## config.mk

```make
export PLATFORM = sky130hd
export DESIGN_NAME = multi_channel_interval_timer_flat
export DESIGN_NICKNAME = d
export VERILOG_FILES = /design/src/rtl/timer_pkg.sv /design/src/rtl/multi_channel_interval_timer_if.sv /design/src/rtl/timer_free_cnt.sv /design/src/rtl/multi_channel_interval_timer.sv /design/src/flat_wrapper.sv
export SDC_FILE = /design/constraint.sdc
export NUM_CORES = 2
export LEC_CHECK = 0
export BUFFER_PORTS_ARGS = -buffer_cell sky130_fd_sc_hd__buf_2
export CORE_ASPECT_RATIO = 1.75
export CORE_MARGIN = 2
export CORE_UTILIZATION = 50
export CTS_BUF_LIST = sky130_fd_sc_hd__clkbuf_4
export CTS_CLUSTER_DIAMETER = 50
export DETAILED_ROUTE_END_ITERATION = 10
export GPL_TIMING_DRIVEN = 0
export HOLD_SLACK_MARGIN = 0.12
export PLACE_DENSITY = 0.68
export SYNTH_ARGS = -nofsm -noshare
export SYNTH_HDL_FRONTEND = slang
export SYNTH_SLANG_ARGS = --single-unit
```

## constraint.sdc

```tcl
create_clock -name clock -period 8.3 [get_ports clock]
set_clock_uncertainty 0.1 [all_clocks]
set_input_delay 0.415 -clock clock [delete_from_list [all_inputs] [get_ports clock]]
set_output_delay 0.415 -clock clock [all_outputs]
set_load 0.02 [all_outputs]
```

## src/rtl/timer_pkg.sv

```systemverilog
`default_nettype none
// +----------------------------------------------------------------------+
// | timer_pkg : opcodes and saturating adder for the interval timer      |
// | Rev 1.0                                                              |
// +----------------------------------------------------------------------+
package timer_pkg;

  localparam int c_max_w = 64;

  localparam logic [2:0] c_op_now   = 3'd0;
  localparam logic [2:0] c_op_start = 3'd1;
  localparam logic [2:0] c_op_stop  = 3'd2;
  localparam logic [2:0] c_op_read  = 3'd3;
  localparam logic [2:0] c_op_lap   = 3'd4;
  localparam logic [2:0] c_op_clear = 3'd5;

  // Operands are zero-extended w-bit values; carry is taken from bit w.
  function automatic logic [c_max_w-1:0] sat_add(input logic [c_max_w-1:0] a,
                                                 input logic [c_max_w-1:0] b,
                                                 input logic               sat,
                                                 input int                 w);
    logic [c_max_w:0]   sum;
    logic [c_max_w-1:0] mask;
    mask = {c_max_w{1'b1}} >> (c_max_w - w);
    sum  = {1'b0, a} + {1'b0, b};
    if (sat && sum[w]) return mask;
    return sum[c_max_w-1:0] & mask;
  endfunction

endpackage
`default_nettype wire

```

## src/rtl/multi_channel_interval_timer_if.sv

```systemverilog
`default_nettype none
// +----------------------------------------------------------------------+
// | multi_channel_interval_timer_if : command/result handshake bundle    |
// | Rev 1.0                                                              |
// +----------------------------------------------------------------------+
interface multi_channel_interval_timer_if #(
  parameter int CNT_W = 64,
  parameter int CH_W  = 3
);
  logic             ivalid;
  logic             oready;
  logic [2:0]       cmd_op;
  logic [CH_W-1:0]  cmd_ch;
  logic             ovalid;
  logic             iready;
  logic [CNT_W-1:0] result;
  logic             result_err;

  modport master (output ivalid, cmd_op, cmd_ch, iready,
                  input  oready, ovalid, result, result_err);
  modport slave  (input  ivalid, cmd_op, cmd_ch, iready,
                  output oready, ovalid, result, result_err);
endinterface
`default_nettype wire

```

## src/rtl/timer_free_cnt.sv

```systemverilog
`default_nettype none
// +----------------------------------------------------------------------+
// | timer_free_cnt : free-running W-bit timestamp counter                |
// | Rev 1.0                                                              |
// +----------------------------------------------------------------------+
module timer_free_cnt #(
  parameter int W = 64
) (
  input  logic         clock,
  input  logic         resetn,
  output logic [W-1:0] count
);
  logic [W-1:0] r_count;

  always_ff @(posedge clock) begin
    if (!resetn) r_count <= '0;
    else         r_count <= r_count + W'(1);
  end

  assign count = r_count;
endmodule
`default_nettype wire

```

## src/rtl/multi_channel_interval_timer.sv

```systemverilog
`default_nettype none
// +----------------------------------------------------------------------+
// | multi_channel_interval_timer : NUM_CH interval channels on a shared  |
// | timestamp with an in-order result buffer.  Rev 1.0                   |
// +----------------------------------------------------------------------+
module multi_channel_interval_timer
  import timer_pkg::*;
#(
  parameter int CNT_W     = 64,
  parameter int NUM_CH    = 8,
  parameter int SATURATE  = 1,
  parameter int OUT_DEPTH = 2
) (
  input  logic                          clock,
  input  logic                          resetn,
  multi_channel_interval_timer_if.slave bus
);
  localparam int c_ch_w  = (NUM_CH > 1) ? $clog2(NUM_CH) : 1;
  localparam int c_ptr_w = $clog2(OUT_DEPTH);
  localparam int c_cnt_w = $clog2(OUT_DEPTH + 1);

  logic [CNT_W-1:0]   w_now;
  logic [CNT_W-1:0]   r_start [NUM_CH];
  logic [CNT_W-1:0]   r_acc   [NUM_CH];
  logic [NUM_CH-1:0]  r_run;
  logic [CNT_W-1:0]   r_buf_val [OUT_DEPTH];
  logic [OUT_DEPTH-1:0] r_buf_err;
  logic [c_ptr_w-1:0] r_wr_ptr;
  logic [c_ptr_w-1:0] r_rd_ptr;
  logic [c_cnt_w-1:0] r_count;

  logic               w_push;
  logic               w_pop;
  logic               w_bad_ch;
  logic               w_err;
  logic [c_ch_w-1:0]  w_ch;
  logic [CNT_W-1:0]   w_elapsed;
  logic [CNT_W-1:0]   w_lap;
  logic [CNT_W-1:0]   w_res;

  timer_free_cnt #(.W(CNT_W)) u_free_cnt (
    .clock  (clock),
    .resetn (resetn),
    .count  (w_now)
  );

  function automatic logic [c_ptr_w-1:0] f_next(input logic [c_ptr_w-1:0] p);
    return (p == c_ptr_w'(OUT_DEPTH - 1)) ? '0 : p + c_ptr_w'(1);
  endfunction

  assign bus.oready     = (r_count < c_cnt_w'(OUT_DEPTH));
  assign bus.ovalid     = (r_count != '0);
  assign bus.result     = bus.ovalid ? r_buf_val[r_rd_ptr] : '0;
  assign bus.result_err = bus.ovalid & r_buf_err[r_rd_ptr];

  assign w_push   = bus.ivalid & bus.oready;
  assign w_pop    = bus.ovalid & bus.iready;
  assign w_bad_ch = (int'(bus.cmd_ch) >= NUM_CH);
  assign w_err    = w_bad_ch | (bus.cmd_op > c_op_clear);
  // Out-of-range channels are steered to 0 so the array reads stay in bounds.
  assign w_ch     = w_bad_ch ? '0 : c_ch_w'(bus.cmd_ch);

  always_comb begin
    w_elapsed = w_now - r_start[w_ch];
    w_lap     = r_run[w_ch]
              ? CNT_W'(sat_add(c_max_w'(r_acc[w_ch]), c_max_w'(w_elapsed),
                               SATURATE != 0, CNT_W))
              : r_acc[w_ch];
    w_res     = '0;
    if (!w_err) begin
      case (bus.cmd_op)
        c_op_now, c_op_start: w_res = w_now;
        c_op_stop, c_op_lap:  w_res = w_lap;
        c_op_read:            w_res = r_acc[w_ch];
        default:              w_res = '0;
      endcase
    end
  end

  always_ff @(posedge clock) begin
    if (!resetn) begin
      for (int i = 0; i < NUM_CH; i++) begin
        r_start[i] <= '0;
        r_acc[i]   <= '0;
      end
      for (int i = 0; i < OUT_DEPTH; i++) r_buf_val[i] <= '0;
      r_run     <= '0;
      r_buf_err <= '0;
      r_wr_ptr  <= '0;
      r_rd_ptr  <= '0;
      r_count   <= '0;
    end else begin
      if (w_push) begin
        r_buf_val[r_wr_ptr] <= w_res;
        r_buf_err[r_wr_ptr] <= w_err;
        r_wr_ptr            <= f_next(r_wr_ptr);
        if (!w_err) begin
          case (bus.cmd_op)
            c_op_start: begin
              r_start[w_ch] <= w_now;
              r_run[w_ch]   <= 1'b1;
            end
            c_op_stop: begin
              if (r_run[w_ch]) begin
                r_acc[w_ch] <= w_lap;
                r_run[w_ch] <= 1'b0;
              end
            end
            c_op_clear: begin
              r_acc[w_ch] <= '0;
              r_run[w_ch] <= 1'b0;
            end
            default: ;
          endcase
        end
      end
      if (w_pop) r_rd_ptr <= f_next(r_rd_ptr);
      if (w_push && !w_pop)      r_count <= r_count + c_cnt_w'(1);
      else if (!w_push && w_pop) r_count <= r_count - c_cnt_w'(1);
    end
  end
endmodule
`default_nettype wire
```

## src/flat_wrapper.sv

```systemverilog
// flat-port wrapper written by rule: the top's interface ports become plain ports
module multi_channel_interval_timer_flat import timer_pkg::*;
#(
  parameter int CNT_W     = 64,
  parameter int NUM_CH    = 8,
  parameter int SATURATE  = 1,
  parameter int OUT_DEPTH = 2
)
  (clock, resetn, bus_ivalid, bus_cmd_op, bus_cmd_ch, bus_iready, bus_oready, bus_ovalid, bus_result, bus_result_err);
  multi_channel_interval_timer_if #(.CNT_W(CNT_W)) bus_i ();
  input  logic clock;
  input  logic resetn;
  input wire logic [$bits(bus_i.ivalid)-1:0] bus_ivalid;
  input wire logic [$bits(bus_i.cmd_op)-1:0] bus_cmd_op;
  input wire logic [$bits(bus_i.cmd_ch)-1:0] bus_cmd_ch;
  input wire logic [$bits(bus_i.iready)-1:0] bus_iready;
  output wire logic [$bits(bus_i.oready)-1:0] bus_oready;
  output wire logic [$bits(bus_i.ovalid)-1:0] bus_ovalid;
  output wire logic [$bits(bus_i.result)-1:0] bus_result;
  output wire logic [$bits(bus_i.result_err)-1:0] bus_result_err;
  assign bus_i.ivalid = bus_ivalid;
  assign bus_i.cmd_op = bus_cmd_op;
  assign bus_i.cmd_ch = bus_cmd_ch;
  assign bus_i.iready = bus_iready;
  assign bus_oready = bus_i.oready;
  assign bus_ovalid = bus_i.ovalid;
  assign bus_result = bus_i.result;
  assign bus_result_err = bus_i.result_err;
  multi_channel_interval_timer #(.CNT_W(CNT_W), .NUM_CH(NUM_CH), .SATURATE(SATURATE), .OUT_DEPTH(OUT_DEPTH)) u_core (.clock(clock), .resetn(resetn), .bus(bus_i));
endmodule
```

# --- Word-level counts from Yosys, hierarchy flattened ---
# Memories as Yosys holds them, arrays and structs flattened. A register that Yosys moved wholly into a read port is not among the register bits.
# Cells that the tools add are included.
totals:
  latch_bits: 0
  output_inout_bits: 67
  mem_bits_rw: 1152
  regBits: 78
  inputBits: 10
  memories: 3
  elab_cells: 107
  mem_bits_ro: 0
mem_list:
  columns: ["name", "words", "word_bits", "read_ports", "rd_ports_with_merged_regs", "write_ports", "line_no", "text"]
  rows:
  - ["u_core.r_acc", 8, 64, 1, 0, 8, "multi_channel_interval_timer.sv:24", "logic [CNT_W-1:0] r_acc [NUM_CH];"]
  - ["u_core.r_start", 8, 64, 1, 0, 8, "multi_channel_interval_timer.sv:23", "logic [CNT_W-1:0] r_start [NUM_CH];"]
  - ["u_core.r_buf_val", 2, 64, 1, 1, 2, "multi_channel_interval_timer.sv:26", "logic [CNT_W-1:0] r_buf_val [OUT_DEPTH];"]
op_classes:
  n_div: 0
  reduce_logical: 16
  eq_ne: 6
  n_shift: 0
  n_bitwise: 8
  muxes: 54
  magnitude_cmp: 7
  mul: 0
  addsub: 7
ops:
  columns: ["op", "n"]
  rows:
  - ["64-bit two-way mux", 9]
  - ["64-bit one-hot mux with 3 select lines", 1]
  - ["64-bit OR reduction", 3]
  - ["64-bit by 64-bit adder with 65-bit output", 1]
  - ["64-bit by 1-bit adder with 64-bit output (second input constant)", 1]
  - ["64-bit subtractor", 1]
  - ["1-bit two-way mux", 34]
  - ["8-bit one-hot mux with 3 select lines", 1]
  - ["8-bit bitwise AND", 1]
  - ["8-bit two-way mux", 1]
  - ["8-bit inverter", 1]
  - ["8-bit bitwise OR", 1]
  - ["3-bit by 2-bit == test with 1-bit output (second input constant)", 2]
  - ["3-bit == test (second input constant)", 2]
  - ["3-bit two-way mux", 2]
  - ["1-bit logical AND", 4]
  - ["1-bit by 2-bit < comparator with 1-bit output (second input constant)", 2]
  - ["3-bit by 4-bit < comparator with 1-bit output (second input constant)", 1]
  - ["2-bit two-way mux", 2]
  - ["4-bit AND reduction", 1]
  - ["2-bit nonzero test", 2]
  - ["2-bit OR reduction", 2]
  - ["1-bit bitwise AND", 3]
  - ["1-bit binary-select mux with 3-bit select", 1]
  - ["17 further kinds", 19]

# --- Depth between registers and ports, before layout ---
depth:
  ltp_word: 11
  depth_mapped: 38
  ltp_nobuf: 29

# --- Modules after synthesis ---
# From an unflattened synthesis, not the netlist that was laid out.
hier_totals:
  hier_cells: 5425
  area_unflattened_um2: 61377.6
by_module_without_submodules:
  columns: ["module", "cells_each", "seq_area_each_um2", "area_per_inst_um2", "instances"]
  rows:
  - ["multi_channel_interval_timer", 5084, 34893.5, 58483.6, 1]
  - ["timer_free_cnt", 341, 1281.2, 2894.0, 1]

# --- Worst setup path after synthesis ---
# OpenSTA, ideal clock, no wires.
synth_path:
  path_kind: "in2reg"
  start: "in bus_cmd_ch[0]"
  end: "mem u_core.r_acc[1][56] (data pin)"
  setup_time_ns: 0.273
  arrival_ns: 7.446
  path_buffers: 10
  stages: 35
  required_time_ns: 7.927
  setup_slack_ns: 0.481
  path_cell_list: "buf_2 > nor2b_1 > nor2b_1 > clkbuf_1 > clkbuf_1 > clkbuf_1 > clkbuf_1 > clkbuf_1 > a22oi_1 > and3_1 > ha_1 > a21o_1 > a31o_2 > or2_2 > a31o_2 > a31o_2 > a21oi_1 > o21ai_1 > a41oi_1 > o31ai_1 > xnor2_1 > ha_1 > clkbuf_1 > a21o_1 > a21o_1 > a21oi_1 > o21ai_0 > a21oi_1 > o221ai_1 > a21o_1 > buf_6 > buf_8 > buf_4 > o22ai_1 > nor2_1"
synth_lines:
  columns: ["element", "line_no", "text"]
  rows:
  - ["start: declaration", "flat_wrapper.sv:15", "input wire logic [$bits(bus_i.cmd_ch)-1:0] bus_cmd_ch;"]
  - ["end: declaration", "multi_channel_interval_timer.sv:24", null]

==> metrics <==
clock buffer depth=4; Worst R2R Setup Slack=420 ps; routed wl met3=29.7 mm; Critical Path Slowest Stage Cell=ha_2; Post-Synth XOR/XNOR Area=2.26%; Die Footprint=0.128 mm2; initial core utilization=50.3%; Hold Path Origin=bus_cmd_ch[2]; GR Util All Layers=44.5%; Highest Signal Layer=met5; grt ovf=0; CTS buffer count=298; Combinational Power Share=21.5%; Compound-Gate Fraction of Synth Area=14.6%; Max Cap Viol=4; wire per inst=36.6 um; CTS Sinks=1231; status=finished with violations; share of cells above drive strength 1=14.1%; site row count=171; syn nets=5723; HP Class=in -> reg; area grow syn2layout=13.4%; endpoints failing hold=0; TritonCTS clock tree=done; slew of the pin with the lowest slew margin=1600 ps; synthesized area=0.0623 mm2; Buf/Inv on CP=11; number of flops mapped to enable cells by yosys=1152; critical path class=in -> reg; ys async rst share=0%; Cells after Synth=5568; initial antenna violation count=35; Die Y=471 um; CP endpoint kind=flop; CP arrival=9340 ps; core area=0.124 mm2; Vias=53200; fin crit period=8330 ps; post-route setup slack=-31.5 ps; hold path cells=7; reg2reg start=u_core.u_free_cnt.count[0]; Seq/Total Area, Yosys=58.1%; largest family of logic cells by synthesized area=simple AND/OR/NAND/NOR gates; RD Place Congestion=1.08; WHS Endpoint=u_core.r_acc[6][35]; Reg-to-Reg End=u_core.r_buf_val[0][38]; pin count of the biggest net entering global routing=50; Int Pwr=10300 uW; Max Fclk=120 MHz; Die Wd=271 um; placed cell areas=0.0657 mm2; fin nets=6151; Final Cell Area=0.0707 mm2; synthesized flop and latch total=1231; DRT Pass-1 Iters=6; DRT iter0 DRCs=6817; Max IR drop VDD=0.161 mV; Power Dens Cells=215 mW/mm2; routed wire length=287 mm; Synth Area in Simple Gates=16.6%; TNS Setup=-118 ps; Synth Area in Adders=2.94%; Syn Area/Cell=11.2 um2; Worst Setup Start Kind=input port; Reg2Reg Depth=26; vias in the first global route=52600; max_slew headroom=-6.34%; Final Max Tran Viols=33; switching fraction of total power=32.3%; NetSw=4920 uW; Clock power frac=31.8%; post-route DRC violation count=0; CP max FO=11; Hold Slack=160 ps; global-route wire length before repair=393 mm; Setup Viol. Count Final=13; Pleak=0.0271 uW; mux share of post-synthesis cell area=1.94%; Main synth FF type=edfxtp_1; Reg power frac=46.7%; routed length on met1=86.7 mm; failing checks=capacitance limit, slew limit, setup timing; final worst-path cycle share=100%; Final HPWL DP=212 mm; Crit path max-delay family=compound AO/OA/AOI/OAI gates; clk slew on worst S/H paths=70 ps; data required time at the worst endpoint=9310 ps; synth unique cells=87; # port buffers=72; routed wl met2=137 mm; Synth Warn #=0; CTS H-tree lvls=5; IO Count=77; fillers=10700; Worst-Skew Late Latency=1390 ps; highest cell delay on the worst timing path=440 ps; Levels on crit path=35; antenna-violating nets left=0; root buf cell=clkbuf_4; Vias per Instance=6.79
placed cells by master, fill, tap and decap left out, drive strengths merged, types with 38 or more instances in the layout:
cell type	synthesis	final
edfxtp	1152	1152
clkbuf	414	805
nor2	716	716
and3	431	431
a22oi	403	403
a21oi	244	244
buf	85	218
nand2	206	206
nor3	186	186
ha	143	143
o21ai	138	138
o22ai	135	135
xnor2	104	104
nand4	100	100
mux2i	98	98
a21o	94	94
dfxtp	79	79
clkinv	11	72
inv	61	70
nor2b	68	68
and2	64	64
and4	63	63
nand3	62	62
xor2	57	57
nand2b	53	53
a221oi	38	38
per-stage QoR:
stage | utilization, % | cells | setup slack (ps) | power [uW]
2_1_floorplan | - | 5568 | 481 | 9010
3_3_place_gp | 52.2 | 7283 | -6630 | 10300
3_5_place_dp | 53.0 | 7316 | -6690 | 10300
4_1_cts | 56.9 | 7822 | -0.646 | 15000
5_1_grt | 57.0 | 7832 | -20.7 | 15600
6_report | 57.1 | 7841 | -31.5 | 15200
per-layer routing:
metal	GRT usage, %	vias to the layer above
met5	0	-
met4	43.6	18
met3	11.9	1380
met2	73.0	4284
met1	45.1	25400
li1	-	22100
cells in the mapped netlist, types with 68 or more instances:
master / n / area share, %
a21o_1: 94 / 1.1
nor2_1: 709 / 4.3
a22oi_1: 403 / 4.9
o21ai_0: 131 / 1.1
o22ai_1: 113 / 1.1
a21oi_1: 240 / 1.9
nor2b_1: 68 / 0.68
mux2i_1: 98 / 1.6
and3_1: 431 / 4.3
nand2_1: 206 / 1.2
clkbuf_1: 414 / 2.5
ha_1: 143 / 2.9
dfxtp_1: 79 / 2.5
nand4_1: 99 / 0.99
edfxtp_1: 1152 / 56
nor3_1: 185 / 1.5
xnor2_1: 104 / 1.5
worst min-delay path: cells and delay by family:
| kind | cells | cell delay [ps] |
|---|---|---|
| compound gates | 1 | 100 |
| simple gates | 2 | 240 |
| buf+inv | 2 | 360 |
| mux | 2 | 410 |
timing repair:
item                                   4_1_cts  5_1_grt
hold buffers                                11        1
setup endpoints to repair                  640      630
buffers inserted                            29        3
gates resized for setup                    322       46
endpoints found under the hold margin      171        7
pin swaps                                   24        5
cell families (layout without fill, tap and decap cells):
family	Yosys count	after routing
buffers and inverters	571	1180
DFF	1231	1231
muxes	115	115
adders and majority gates	145	145
xor gates and xnor gates	161	161
other	0	21
and+or+nand+nor	2036	2036
AOI/OAI and AO/OA	1309	1309
how the worst max path moves through the flow:
stage,startpoint,end,slack (ps)
after floorplan,bus_cmd_ch[0],u_core.r_acc[1][56],480
after global placement,bus_cmd_ch[2],u_core.r_buf_val[1][46],-6630
after detailed placement,bus_cmd_ch[2],u_core.r_buf_val[1][46],-6690
after CTS,bus_cmd_ch[2],u_core.r_buf_val[0][38],-0.6
after global routing,bus_cmd_ch[1],u_core.r_acc[3][11],-20
final,bus_cmd_ch[1],u_core.r_buf_val[0][38],-30
layout make-up:
class | count | area (um2) | share of cell area [%]
Multi-Input combinational cell | 3766 | 24700 | 35.0
Sequential cell | 1231 | 36200 | 51.2
Tap cell | 1643 | 2060 | 2.91
Antenna cell | 21 | 52.6 | 0.0744
Clock inverter | 73 | 363 | 0.513
Clock buffer | 408 | 3060 | 4.33
Buffer | 477 | 2290 | 3.24
Inverter | 72 | 270 | 0.382
Timing Repair Buffer | 150 | 1700 | 2.40
flip-flops by register name, indices dropped and copies added, names as in the netlist, named ones only:
signal and count:
u_core.r_acc 512, u_core.r_buf_val 128, u_core.r_start 512, u_core.u_free_cnt.count 64
u_core.r_wr_ptr 1, u_core.r_count 2, u_core.r_rd_ptr 1, u_core.r_buf_err 2
power groups by stage:
stage / clock (uW) / sequential [uW] / combinational [uW]
after global routing: 5080 / 7130 / 3380
final: 4840 / 7110 / 3270
after floorplan: 0 / 7260 / 1750
after detailed placement: 0 / 7250 / 3010
after global placement: 0 / 7310 / 2940
after CTS: 4780 / 7110 / 3150
Note: power is estimated with default switching activity, not from simulation.
